## config.mk

```make
export PLATFORM = sky130hd
export DESIGN_NAME = half_adder
export DESIGN_NICKNAME = d
export VERILOG_FILES = /design/src/rtl/half_adder_cell.sv /design/src/rtl/half_adder.sv
export SDC_FILE = /design/constraint.sdc
export NUM_CORES = 1
export LEC_CHECK = 0
export ABC_AREA = 0
export ABC_CLOCK_PERIOD_IN_PS = 1820
export CAP_MARGIN = 20
export CORE_AREA = 2 2 39 41
export CTS_BUF_LIST = sky130_fd_sc_hd__clkbuf_4 sky130_fd_sc_hd__clkbuf_8 sky130_fd_sc_hd__clkbuf_16
export DETAILED_ROUTE_END_ITERATION = 8
export DIE_AREA = 0 0 41 43
export PLACE_DENSITY_LB_ADDON = 0.15
export SYNTH_ARGS = -nofsm -noshare
export SYNTH_HDL_FRONTEND = slang
export SYNTH_SLANG_ARGS = --single-unit
```

## constraint.sdc

```tcl
create_clock -name clk -period 1.82 [get_ports clk]
set_clock_uncertainty 0.2 [all_clocks]
set_input_delay 0.182 -clock clk [delete_from_list [all_inputs] [get_ports clk]]
set_output_delay 0.182 -clock clk [all_outputs]
set_load 0.03 [all_outputs]
```

## src/rtl/half_adder_cell.sv

```systemverilog
// Single-bit half adder: sum and carry of two bits, purely combinational.
module half_adder_cell (
    input  logic a,
    input  logic b,
    output logic s,
    output logic c_out
);

    assign s     = a ^ b;
    assign c_out = a & b;

endmodule

```

## src/rtl/half_adder.sv

```systemverilog
// WIDTH independent half-adder lanes with a combinational result, a
// registered copy of the last accepted operand pair, a one-cycle valid
// strobe and a saturating count of accepted pairs that produced a carry.
module half_adder #(
    parameter int WIDTH = 1,
    parameter int CNT_W = 8
) (
    input  logic             clk,
    input  logic             rst_n,
    input  logic [WIDTH-1:0] a,
    input  logic [WIDTH-1:0] b,
    input  logic             in_valid,
    output logic [WIDTH-1:0] s,
    output logic [WIDTH-1:0] c_out,
    output logic [WIDTH-1:0] s_q,
    output logic [WIDTH-1:0] c_out_q,
    output logic             out_valid,
    output logic [CNT_W-1:0] carry_cnt
);

    logic [WIDTH-1:0] s_p0;
    logic [WIDTH-1:0] c_p0;
    logic             vld_p0;
    logic [CNT_W-1:0] cnt_p0;

    // Count up by one, sticking at all-ones instead of wrapping.
    function automatic logic [CNT_W-1:0] sat_inc(input logic [CNT_W-1:0] v);
        return (&v) ? v : v + CNT_W'(1);
    endfunction

    // Lanes are separate cells so no carry can ripple between bit positions.
    for (genvar i = 0; i < WIDTH; i++) begin : g_lane
        half_adder_cell u_cell (
            .a     (a[i]),
            .b     (b[i]),
            .s     (s[i]),
            .c_out (c_out[i])
        );
    end

    // ---- stage p0: capture accepted operands, hold otherwise ----

    // Result registers load the combinational lanes on an accepted pair.
    always_ff @(posedge clk or negedge rst_n) begin
        if (!rst_n) begin
            s_p0 <= '0;
            c_p0 <= '0;
        end else if (in_valid) begin
            s_p0 <= s;
            c_p0 <= c_out;
        end
    end

    // Valid strobe is in_valid delayed by one cycle; reset drops any pending pulse.
    always_ff @(posedge clk or negedge rst_n) begin
        if (!rst_n) begin
            vld_p0 <= 1'b0;
        end else begin
            vld_p0 <= in_valid;
        end
    end

    // Tally accepted pairs where at least one lane generated a carry.
    always_ff @(posedge clk or negedge rst_n) begin
        if (!rst_n) begin
            cnt_p0 <= '0;
        end else if (in_valid && (|c_out)) begin
            cnt_p0 <= sat_inc(cnt_p0);
        end
    end

    assign s_q       = s_p0;
    assign c_out_q   = c_p0;
    assign out_valid = vld_p0;
    assign carry_cnt = cnt_p0;

endmodule

```

==> out/results.ini <==
[final_layout]
insertedDiodeCount = 0
area_growth_pct = 48.5
final_cell_mix = dfrtp_1, clkdlybuf4s50_1, buf_4
utilization_pct = 54.8
drive_above_1_share_pct = 26.2
n_fill_cell = 117
final_cells = 81
nets = 73

[route]
dr.pass1.iters = 2
drc = 0
drt-met1-wl_um = 473
post_drt_wl_per_cell_um = 13.2
drt_iter0_markers = 2
drt-total-wl_um = 1070
vias = 406
viasPerCell = 5.01
drtAntennaViolNets = 0
wl_met3_um = 53
wl_met2_um = 537
maxUsedRoutingLayer = met4

[job]
maxCapViolCount = 0

[critical_path]
cp.required_ns = 1.44
slowest_delay_ns = 0.69
critPathMaxFanout = 4
worstPathArrival_ns = 1.37
cp_num_buf_inv = 1
regToRegEndpoint = carry_cnt[1]$_DFFE_PN0P_
rr_startpoint = carry_cnt[0]$_DFFE_PN0P_
critPathKind = register to output pin
path_cells = clkdlybuf4s50_1
cp-start-kind = register
reg2reg_depth = 4
r2r_setup_slack_ns = 0.17
crit_path_top_delay_cell = clkdlybuf4s50_1
end_kind = output pin
cpLargestDelayFamily = buffers and inverters

[logic_synthesis]
avgSynthCellArea_um2 = 12.5
yosys.area_share.simple_pct = 19.4
synth_seq_cells = 11
syn_area_um2 = 510
synth_flop_cell = dfrtp_1
synth_adder_area_share_pct = 4.90
synthCells = 41
synthesis.nets = 48
synth_edf_count = 0
synth.distinct_cells = 19
yosys_warnings = 0
synthArstFlopShare_pct = 100
synth-compound-area-share_pct = 7.60
muxShareOfSynthArea_pct = 6.62
ys_seq_area_share_pct = 53.9
yosys.area_share.xor_xnor_pct = 6.86
synth_top_family_by_area = simple AND/OR/NAND/NOR gates

[floorplan]
die_h_um = 43
io_pins = 18
placement_rows = 14
coreArea_mm2 = 0.00138
dieArea_mm2 = 0.00176
fp.dieW_um = 41
start_util_pct = 36.9

[outcome]
run_status = completed

[worst_hold_path]
min_path_type = primary input to asynchronous set/reset pin

[timing]
fmax_mhz = 569
final_hold_viol_count = 0
final.setup.worst_slack_ns = 0.0635
fin_crit_sh_pct = 96.5
finalSetupViolations = 0
rsz0062_at_grt = false
period_needed_ns = 1.76
report.final.slew_viol_count = 0
final.setup.tns_ns = 0
slew-limit-headroom_pct = 66.9
tightest_slew_ns = 0.495

[power]
p_per_area_mw_per_mm2 = 1210
p_total_mw = 0.920
ir_worst_vdd_mv = 0.617
power.leakage_nw = 0.413

[global_route]
first_global_vias = 399
grt_use_total_pct = 15.0
grt_first_pass_wirelength_um = 1720
antenna_found_initial = 0
grt_max_degree = 12
overflow = 0

[placement]
dp_slack_ns = 0.000355
port_buffers = 17
finalWeightedCongestion = 0.715
placed_cells = 77
hpwl_um = 792

[clocking]
cts_tree = built
cts.sink_count = 11
cts-root-buf = clkbuf_4
ctsHtreeMaxLevel = 1
clock_path_buffers = 2
clock_latency_ns = 0.26
cts_buffers = 3
path_clk_slew_ns = 0.07
postCtsSetupRepairBufs = 0

## logic make-up (layout without fill, tap and decap cells)
group	Yosys count	count (layout)
mux	3	3
fa+ha+maj	2	2
buf+inv	1	25
simple gates	14	14
flops	11	11
xor+xnor	4	4
compound gates	6	6
## routing by layer
| layer | up-vias | global-route usage, % |
|---|---|---|
| li1 | 194 | - |
| met1 | 200 | 17.6 |
| met2 | 10 | 22.8 |
| met3 | 2 | 3.66 |
| met4 | 0 | 10.0 |
| met5 | - | 0 |
## registers in the layout (all words and copies together), names as in the netlist
| name | cells |
|---|---|
| c_out_q | 1 |
| carry_cnt | 8 |
| out_valid | 1 |
| s_q | 1 |
## Yosys cell counts, types with 2 or more instances
master / n / share of area (%)
a21oi_1: 4 / 3.9
dfrtp_1: 11 / 54
ha_1: 2 / 4.9
mux2_2: 3 / 6.6
nand2_1: 2 / 1.5
nand3_1: 2 / 2.0
nor2_1: 3 / 2.2
xor2_1: 3 / 5.1
## stage by stage
stage / hold slack (ns) / area, um2
after floorplan: -0.314 / 510
after global placement: 0.294 / 718
after detailed placement: 0.299 / 718
after CTS: 0.0610 / 748
after global routing: 0.0875 / 758
final: 0.0464 / 758
## repair_timing
item / CTS / global route
resized for setup: 0 / 4
setup endpoints to repair: 0 / 4
hold buffers: 0 / 0
## worst max path at each step
stage | startpoint | end | cells past startpoint | slack, ns
after CTS | carry_cnt[3]$_DFFE_PN0P_ | carry_cnt[3] | 1 | 0.004
after detailed placement | a | carry_cnt[5]$_DFFE_PN0P_ | 6 | 0.0004
after global placement | a | carry_cnt[6]$_DFFE_PN0P_ | 6 | 0.08
final | carry_cnt[7]$_DFFE_PN0P_ | carry_cnt[7] | 1 | 0.06
after floorplan | carry_cnt[0]$_DFFE_PN0P_ | carry_cnt[1]$_DFFE_PN0P_ | 4 | 0.06
after global routing | carry_cnt[2]$_DFFE_PN0P_ | carry_cnt[2] | 1 | 0.004
## report_power, final
group	total [mW]	internal, mW	leakage [nW]	switching (mW)
combinational	0.366	0.164	0.255	0.201
clock	0.182	0.0996	0.0184	0.0819
sequential	0.373	0.303	0.140	0.0693
## cell type report
type                    count  area [um2]  share of cell area (%)
flip-flops and latches     11         275                    36.3
clock buffers               4        30.0                    3.96
repair buffers             20         198                    26.1
inverters                   1        3.75                   0.495
well taps                  16        20.0                    2.64
multi-input cells          29         231                    30.5
Note: power is estimated with default switching activity, not from simulation.
